`config.mk`:
```
export PLATFORM = sky130hd
export DESIGN_NAME = mul_div_unit
export DESIGN_NICKNAME = d
export VERILOG_FILES = /design/src/rtl/mdu_pkg.sv /design/src/rtl/mul_div_step.sv /design/src/rtl/mul_div_unit.sv
export SDC_FILE = /design/constraint.sdc
export NUM_CORES = 1
export LEC_CHECK = 0
export BUFFER_PORTS_ARGS = -buffer_cell sky130_fd_sc_hd__buf_2
export CORE_ASPECT_RATIO = 0.5
export CORE_UTILIZATION = 34
export DETAILED_ROUTE_END_ITERATION = 8
export HOLD_SLACK_MARGIN = 0.02
export MAX_ROUTING_LAYER = met4
export PLACE_DENSITY = 0.46
export SETUP_SLACK_MARGIN = 0.15
export SYNTH_ARGS = -nofsm -noshare
export SYNTH_HDL_FRONTEND = slang
export SYNTH_SLANG_ARGS = --single-unit
export TNS_END_PERCENT = 5
```
`constraint.sdc`:
```
create_clock -name clk -period 5.2 [get_ports clk]
set_input_delay 0.78 -clock clk [delete_from_list [all_inputs] [get_ports clk]]
set_output_delay 0.78 -clock clk [all_outputs]
set_load 0.02 [all_outputs]
```
`src/rtl/mdu_pkg.sv`:
```
// mdu_pkg
// Shared definitions for the HI/LO multiply/divide unit.
//   - XLEN / ITER / CNT_W : operand width, iteration count and counter width
//   - MDU_* op codes       : operation select encodings
//   - S_* states           : control FSM encodings (plain localparams)
//   - DIV0_LO              : quotient written for a divide by zero
//   - op_is_div / op_is_signed : decode helpers for the op select
package mdu_pkg;

  localparam int XLEN  = 32;
  localparam int ITER  = XLEN;
  localparam int CNT_W = $clog2(ITER);

  localparam logic [1:0] MDU_MULT  = 2'd0;
  localparam logic [1:0] MDU_MULTU = 2'd1;
  localparam logic [1:0] MDU_DIV   = 2'd2;
  localparam logic [1:0] MDU_DIVU  = 2'd3;

  typedef logic [1:0] mdu_state_t;
  localparam mdu_state_t S_IDLE = 2'd0;
  localparam mdu_state_t S_PREP = 2'd1;
  localparam mdu_state_t S_CALC = 2'd2;
  localparam mdu_state_t S_FIX  = 2'd3;

  localparam logic [XLEN-1:0] DIV0_LO = 32'hFFFF_FFFF;

  function automatic logic op_is_div(input logic [1:0] op);
    return op[1];
  endfunction

  function automatic logic op_is_signed(input logic [1:0] op);
    return ~op[0];
  endfunction

endpackage

```
`src/rtl/mul_div_step.sv`:
```
// mul_div_step
// Combinational single-iteration datapath of the multiply/divide unit.
// Operand A is consumed MSB-first, one bit per iteration.
//   acc_i     : 64-bit accumulator (product, or remainder in [31:0])
//   opa_bit_i : current operand-A bit (multiplier / dividend bit)
//   opb_i     : operand B magnitude (multiplicand / divisor)
//   div_i     : 1 = restoring divide step, 0 = shift-add multiply step
//   acc_o     : next accumulator
//   q_bit_o   : quotient bit produced by a divide step (0 for multiply)
module mul_div_step
  import mdu_pkg::*;
(
  input  logic [2*XLEN-1:0] acc_i,
  input  logic              opa_bit_i,
  input  logic [XLEN-1:0]   opb_i,
  input  logic              div_i,
  output logic [2*XLEN-1:0] acc_o,
  output logic              q_bit_o
);

  logic [2*XLEN-1:0] mul_next;
  logic [XLEN:0]     rem;
  logic [XLEN-1:0]   sub;
  logic              ge;

  // Multiply: acc = 2*acc + bit*B, which builds the product MSB-first.
  // Divide: shift the next dividend bit into the partial remainder and
  // subtract the divisor if it fits. The partial remainder is always below
  // the divisor, so the difference fits in XLEN bits and the low bits of the
  // subtraction are exact.
  always_comb begin
    mul_next = {acc_i[2*XLEN-2:0], 1'b0} + (opa_bit_i ? {{XLEN{1'b0}}, opb_i} : '0);
    rem      = {acc_i[XLEN-1:0], opa_bit_i};
    ge       = (rem >= {1'b0, opb_i});
    sub      = rem[XLEN-1:0] - opb_i;
    acc_o    = mul_next;
    q_bit_o  = 1'b0;
    if (div_i) begin
      q_bit_o = ge;
      acc_o   = {{XLEN{1'b0}}, (ge ? sub : rem[XLEN-1:0])};
    end
  end

endmodule

```
`src/rtl/mul_div_unit.sv`:
```
// mul_div_unit
// Iterative HI/LO multiply/divide unit sitting in EX after the forwarding
// muxes. Holds the architectural HI/LO registers and requests a pipeline
// stall while a result is pending and EX needs the unit.
//   clk, rst_n   : clock, asynchronous active-low reset
//   start_i      : EX holds MULT/MULTU/DIV/DIVU (not squashed)
//   op_i         : operation select (MDU_MULT/MULTU/DIV/DIVU)
//   rs_i, rt_i   : forwarded operands
//   mthi_i/mtlo_i: write rs_i to HI / LO
//   hilo_rd_i    : EX holds MFHI/MFLO
//   hi_o, lo_o   : HI/LO registers
//   busy_o       : operation in progress (registered)
//   stall_o      : freeze IF/ID/EX request
module mul_div_unit
  import mdu_pkg::*;
(
  input  logic            clk,
  input  logic            rst_n,
  input  logic            start_i,
  input  logic [1:0]      op_i,
  input  logic [XLEN-1:0] rs_i,
  input  logic [XLEN-1:0] rt_i,
  input  logic            mthi_i,
  input  logic            mtlo_i,
  input  logic            hilo_rd_i,
  output logic [XLEN-1:0] hi_o,
  output logic [XLEN-1:0] lo_o,
  output logic            busy_o,
  output logic            stall_o
);

  mdu_state_t        state;
  logic [1:0]        op_q;
  logic              sign_a;
  logic              sign_b;
  logic [XLEN-1:0]   rs_raw;
  logic [XLEN-1:0]   opa;
  logic [XLEN-1:0]   opb;
  logic [2*XLEN-1:0] acc;
  logic [CNT_W-1:0]  cnt;

  logic [2*XLEN-1:0] acc_next;
  logic              q_bit;

  logic [2*XLEN-1:0] prod_fix;
  logic [XLEN-1:0]   quot_fix;
  logic [XLEN-1:0]   rem_fix;
  logic [XLEN-1:0]   hi_res;
  logic [XLEN-1:0]   lo_res;
  logic              neg_res;

  mul_div_step u_step (
    .acc_i     (acc),
    .opa_bit_i (opa[XLEN-1]),
    .opb_i     (opb),
    .div_i     (op_is_div(op_q)),
    .acc_o     (acc_next),
    .q_bit_o   (q_bit)
  );

  // Sign correction applied when the magnitudes are done. After CALC, opa
  // holds the quotient (divide) and acc holds the product or, in its low
  // half, the remainder. A zero divisor magnitude means a zero divisor.
  always_comb begin
    neg_res  = sign_a ^ sign_b;
    prod_fix = neg_res ? -acc : acc;
    quot_fix = neg_res ? -opa : opa;
    rem_fix  = sign_a ? -acc[XLEN-1:0] : acc[XLEN-1:0];
    hi_res   = prod_fix[2*XLEN-1:XLEN];
    lo_res   = prod_fix[XLEN-1:0];
    if (op_is_div(op_q)) begin
      if (opb == '0) begin
        hi_res = rs_raw;
        lo_res = DIV0_LO;
      end else begin
        hi_res = rem_fix;
        lo_res = quot_fix;
      end
    end
  end

  // Control FSM, operand/accumulator registers and HI/LO. Operands are
  // latched on the accept edge because EX moves on once the start is taken.
  // Moves are only honoured in IDLE without a start.
  always_ff @(posedge clk or negedge rst_n) begin
    if (!rst_n) begin
      state  <= S_IDLE;
      busy_o <= 1'b0;
      op_q   <= MDU_MULT;
      sign_a <= 1'b0;
      sign_b <= 1'b0;
      rs_raw <= '0;
      opa    <= '0;
      opb    <= '0;
      acc    <= '0;
      cnt    <= '0;
      hi_o   <= '0;
      lo_o   <= '0;
    end else begin
      case (state)
        S_IDLE: begin
          if (start_i) begin
            state  <= S_PREP;
            busy_o <= 1'b1;
            op_q   <= op_i;
            sign_a <= op_is_signed(op_i) & rs_i[XLEN-1];
            sign_b <= op_is_signed(op_i) & rt_i[XLEN-1];
            rs_raw <= rs_i;
            opa    <= rs_i;
            opb    <= rt_i;
          end else begin
            if (mthi_i) hi_o <= rs_i;
            if (mtlo_i) lo_o <= rs_i;
          end
        end
        S_PREP: begin
          opa   <= sign_a ? -opa : opa;
          opb   <= sign_b ? -opb : opb;
          acc   <= '0;
          cnt   <= '0;
          state <= S_CALC;
        end
        S_CALC: begin
          acc <= acc_next;
          opa <= {opa[XLEN-2:0], q_bit};
          cnt <= cnt + 1'b1;
          if (cnt == CNT_W'(ITER - 1)) state <= S_FIX;
        end
        S_FIX: begin
          hi_o   <= hi_res;
          lo_o   <= lo_res;
          busy_o <= 1'b0;
          state  <= S_IDLE;
        end
        default: state <= S_IDLE;
      endcase
    end
  end

  assign stall_o = busy_o & (start_i | mthi_i | mtlo_i | hilo_rd_i);

endmodule
```
==> results of run 1 <==
flip-flops by register name, indices dropped and copies added (netlist names):
name	flops
state	2
opb	32
op_q	1
hi_o	32
sign_b	1
cnt	5
opa	32
busy_o	1
rs_raw	32
lo_o	32
sign_a	1
acc	64
metrics by stage:
step                      total power [mW]  cell area, sq um
after floorplan                       11.3             18300
after global placement                15.3             19900
after detailed placement              15.3             19900
after CTS                             17.4             20800
after global routing                  18.8             20800
final                                 17.5             20800
worst max-delay path: stages, from the launching register on:
cell and delay (ps):
dfrtp_1 450, inv_1 550, nor2_1 120, ha_1 250, fa_1 410, a21o_1 210
a31oi_1 240, a21oi_1 170, a31oi_1 330, o31ai_1 180, a2111oi_0 680, o31ai_1 310
and2_0 340, nand4_1 150, xnor2_1 70, a22o_1 190
cell usage in the layout (no fill, tap or decap), types with 26 or more instances in the layout:
cell       Yosys  layout
a21o_1        37      37
a21oi_1      209     207
a31oi_1       28      28
buf_2         13     136
buf_4          3      62
clkbuf_16      0      27
dfrtp_1      235     234
ha_1          73      70
inv_1        105     104
mux2_2        36      36
nand2_1      224     223
nand3_1       62      61
nand4_1       26      26
nor2_1       257     254
nor2b_1       33      33
nor3_1        38      38
o21ai_0      176     176
o221ai_1      39      39
o22ai_1       67      67
xnor2_1      170     169
xor2_1        43      42
where the power goes:
group	internal, mW	switching (mW)	leakage [nW]
clock network	1.21	0.914	0.451
registers	2.58	0.916	2.92
logic	4.22	7.68	5.77
total	8.01	9.51	9.14
metal layers:
metal	GRT usage, %	vias up	wire (um)
met5	-	-	0
met4	5.15	0	1470
met3	5.66	82	5250
met2	34.4	543	27800
met1	40.5	8745	36500
li1	-	8470	-
path summary, 6_finish.rpt:
check	endpoint	slack [ps]	start
max in group asynchronous	opb[1]	3800	rst_n
min in group clk	op_q[1]	420	op_i[1]
max reg2reg	acc[41]	450	opa[31]
min reg2reg	lo_o[31]	470	lo_o[31]
max	acc[41]	450	opa[31]
min	hi_o[28]	230	rst_n
final cells by class:
class / count / area [sq um] / area share [%]
sequential: 235 / 5880 / 28.3
inverter: 106 / 398 / 1.91
timing repair buffer: 200 / 1180 / 5.68
clock buffer: 39 / 751 / 3.61
tap: 701 / 877 / 4.22
antenna: 1 / 2.50 / 0.0120
clock inverter: 11 / 180 / 0.866
multi-input combinational: 1823 / 11500 / 55.4
cells in the mapped netlist (all sizes together), types with 21 or more instances:
cell      n
nor2    257
dfrtp   235
nand2   224
a21oi   209
o21ai   177
xnor2   170
clkbuf  129
inv     105
ha       73
o22ai    67
nand3    62
xor2     43
o221ai   39
nor3     38
a21o     37
mux2     36
nor2b    33
buf      29
a31oi    28
nand4    26
mux2i    25
and3     24
nor4     22
nand2b   21
o31ai    21
cell families after synthesis:
logic type                 count (synthesis)  synth area share, %
xor gates and xnor gates                 213                 10.2
AOI/OAI and AO/OA                        716                 24.4
DFF                                      235                 32.1
buffers and inverters                    264                 5.56
adders and majority gates                 75                 5.20
and+or+nand+nor                          758                 19.0
muxes                                     61                 3.58
==> results.toml, run 1 <==
[hold_path]
hold_path.class = "in -> async"

[synthesis]
yosysSeqAreaShare_pct = 32.1
synth_top_cell_by_area = "dfrtp_1"
synth_edf_count = 0
synth_area_leaders = "dfrtp_1, xnor2_1, a21oi_1"
netlist.area_leader.share_pct = 32.1
synth.distinct_cells = 69
yosysWarnings = 0
synthFlopType = "dfrtp_1"
synth.net_count = 2469
synthArstFlopShare_pct = 100
syn_area_per_cell_sq_um = 7.90
ys_seq_elements = 235
syn_area_sq_um = 18300
synthCells = 2322

[global_routing]
grt_pass1_wl_um = 107000
grt_pass1_vias = 16700
grtUsageTotal_pct = 26.3
grt_max_degree = 102
overflow = 0
antenna_found_initial = 1

[floorplanning]
die_h_um = 166
dieArea_sq_um = 54900
rows = 59
ios = 138
dieWidth_um = 330
start_util_pct = 34.8
core-area_sq_um = 52600

[detailed_routing]
viasPerCell = 5.73
routed_wl_um = 71000
drc = 0
drtIter0Drc = 1746
wl_per_cell_um = 22.8
via_count = 17800
ant_nets = 0
drt_pass1_iterations = 7

[run]
maxCapViolCount = 0

[clock_network]
cts_setup_buffers = 0
clock_path_buffers = 3
clk_latency_ps = 610
postCtsHoldBufs = 0
cts_tree = "yes"
clk_pin_slew_worst_paths_ps = 70
cts-resized-gates = 0
numCtsBuffers = 27
cts_num_sinks = 235
cts-root-buf = "clkbuf_16"
h-tree-depth = 1

[placement]
dp_cells = 3065
dpl.hpwl_um = 51600
portBuffers = 137
gp_congestion = 0.896
pre_cts_ws_ps = 485

[pwr]
power_leakage_nw = 9.14
ir_drop_mv = 0.519
powerDensity_nw_per_um2 = 842

[status]
status = "finished, final reports clean"

[sta]
fmax_mhz = 211
drv_slew = 0
period_share_pct = 91.3
maxSlewHeadroom_pct = 14.7
fin_crit_ps = 4750
hold_viol_final = 0
hold_ws_ps = 228
finalSetupViolations = 0
fin_ws_ps = 454
rsz0062_at_grt = "false"
finClkSkew_ps = 33.8
tns_ps = 0
worstMarginPinSlew_ps = 1280

[critical_path]
endpoint_kind = "register"
setup.worst_path.class = "reg -> reg"
cp.required_ps = 5700
rr_worst_depth = 15
arrival_ps = 5250
startpoint_type = "register"
cp_max_fo = 19

[layout]
drive_above_1_share_pct = 12.9
area_delta_synth_final_pct = 13.4
stdcell_count = 3116
nFillCells = 5501
fin_nets = 2540
final_core_utilization_pct = 39.5
No activity file was read; power rests on OpenSTA's default activity.
==> run 2: changes to the inputs <==
PLACE_DENSITY = 0.48   (was 0.46)
SLEW_MARGIN = 20   (was default)
clock period = 4.2 ns   (was 5.2 ns; I/O delays follow)
==> run 2 against run 1 <==
  * Sequential share of layout area shrank 0.63 points
  * Sequential power grew 17%
  * Combinational power is 29% higher
  * Utilization increased by 0.91 points
==> results.toml, run 2 (synthesized netlist as in run 1, its figures left out) <==
[status]
status = "finished, final reports clean"

[clock_network]
cts_tree = "yes"
clk_pin_slew_worst_paths_ps = 60
cts_setup_buffers = 0
clock_path_buffers = 3
numCtsBuffers = 27
clk_latency_ps = 600
cts_num_sinks = 235
cts-root-buf = "clkbuf_16"
h-tree-depth = 1

[sta]
fin_crit_ps = 3920
period_share_pct = 93.4
finalSetupViolations = 0
finClkSkew_ps = 18.9
drv_slew = 0
maxSlewHeadroom_pct = 33.5
rsz0062_at_grt = "true"
hold_viol_final = 0
worstMarginPinSlew_ps = 993
fmax_mhz = 255
hold_ws_ps = 263

[critical_path]
cp_max_fo = 8
regToRegEndpoint = "hi_o[30]"
setup.worst_path.class = "reg -> reg"
cp-endpoint = "hi_o[30]"
cp.required_ps = 4720
startpoint_type = "register"
endpoint_kind = "register"
rrSetupSlack_ps = 280
rr_worst_depth = 14
r2r_start = "acc[1]"
critPathLaunch = "acc[1]"
arrival_ps = 4440

[detailed_routing]
drt_pass1_iterations = 8
via_count = 18000
routed_wl_um = 71300
viasPerCell = 5.69
wl_per_cell_um = 22.5
drtIter0Drc = 1743
drc = 0
ant_nets = 0

[layout]
fin_nets = 2595
regMostFlops = "acc"
area_delta_synth_final_pct = 16.0
largest_register_ffs = 64
final_core_utilization_pct = 40.4
final_common_cell = "nor2_1"
drive_above_1_share_pct = 14.9
mostFrequentLayoutCells = "nor2_1, dfrtp_1, nand2_1"
nFillCells = 5471

[floorplanning]
die_h_um = 166
rows = 59
dieArea_sq_um = 54900
start_util_pct = 34.8
dieWidth_um = 330
core-area_sq_um = 52600
ios = 138

[pwr]
seqPwrFrac_pct = 18.8
p_int_mw = 10.1
p_switching_mw = 11.7
p_clk_share_pct = 10.8
power_leakage_nw = 9.43
combPwrFrac_pct = 70.5
ir_drop_mv = 0.460
powerDensity_nw_per_um2 = 1030
switching_share_pct = 53.7

[global_routing]
grt_pass1_vias = 17000
overflow = 0
grtUsageTotal_pct = 26.4
antenna_found_initial = 4
grt_max_degree = 83
grt_pass1_wl_um = 107000

[placement]
gp_congestion = 0.957
dpl.hpwl_um = 52800
portBuffers = 137

[hold_path]
hold_path.class = "in -> reg"

[run]
maxCapViolCount = 0
-- run 2: final cells by class --
class	instances	area, sq um	share of cell area [%]
inverters	106	398	1.87
diodes	4	10.0	0.0470
multi-input cells	1823	11600	54.5
flip-flops and latches	235	5880	27.7
clock inverters	7	78.8	0.371
clock buffers	37	733	3.45
well taps	701	877	4.12
repair buffers	255	1700	7.97
-- run 2: power groups by stage --
| stage | clock network (mW) | logic (mW) | registers (mW) |
|---|---|---|---|
| finish | 2.35 | 15.4 | 4.09 |
| CTS | 2.42 | 15.2 | 4.07 |
| floorplan | 0 | 9.77 | 4.21 |
| detailed placement | 0 | 15.1 | 4.10 |
| global route | 2.51 | 16.7 | 4.22 |
| global placement | 0 | 15.1 | 4.09 |
-- run 2: what timing repair did --
action | CTS | global route
setup endpoints to repair | 15 | 71
endpoints found under the hold margin | 45 | 0
pin swaps | 0 | 0
hold buffers | 1 | 0
gates resized for setup | 2 | 13
-- run 2: stage by stage --
stage / power (mW) / setup WS [ps] / cell area [sq um] / std cells / TNS (ps)
finish: 21.8 / 277 / 21300 / 3168 / 0
global route: 23.5 / 71.8 / 21300 / 3168 / 0
CTS: 21.7 / 131 / 21200 / 3164 / 0
detailed placement: 19.2 / -139 / 20400 / 3119 / -836
global placement: 19.2 / -118 / 20400 / 3119 / -815
floorplan: 14.0 / 412 / 18300 / 2322 / 0
-- run 2: routing by layer --
layer | GRT usage, % | wire length, um | vias to the layer above
li1 | - | - | 8576
met1 | 39.8 | 35600 | 8755
met2 | 34.6 | 28500 | 616
met3 | 6.38 | 5970 | 69
met4 | 5.59 | 1320 | 0
met5 | - | 0 | -
-- run 2: worst max-delay path: stages, from the launching register on --
cell and delay, ps:
dfrtp_1 390, buf_4 180, inv_1 100, ha_1 290, or4b_2 700, nor4b_4 370
and4_2 370, and2_0 230, nand2_2 190, o41ai_2 290, xnor2_1 160, nor2_1 60
a21oi_1 220, a21boi_1 120, o21ai_1 150
-- run 2: how the worst min path moves through the flow --
| stage | slack, ps | depth (start not counted) | startpoint | to |
|---|---|---|---|---|
| floorplan | 330 | 0 | rst_n | acc[0] |
| global placement | 450 | 2 | lo_o[31] | lo_o[31] |
| detailed placement | 460 | 2 | lo_o[31] | lo_o[31] |
| CTS | 250 | 2 | op_i[1] | op_q[1] |
| global route | 260 | 2 | rt_i[0] | opb[0] |
| finish | 260 | 2 | op_i[1] | op_q[1] |
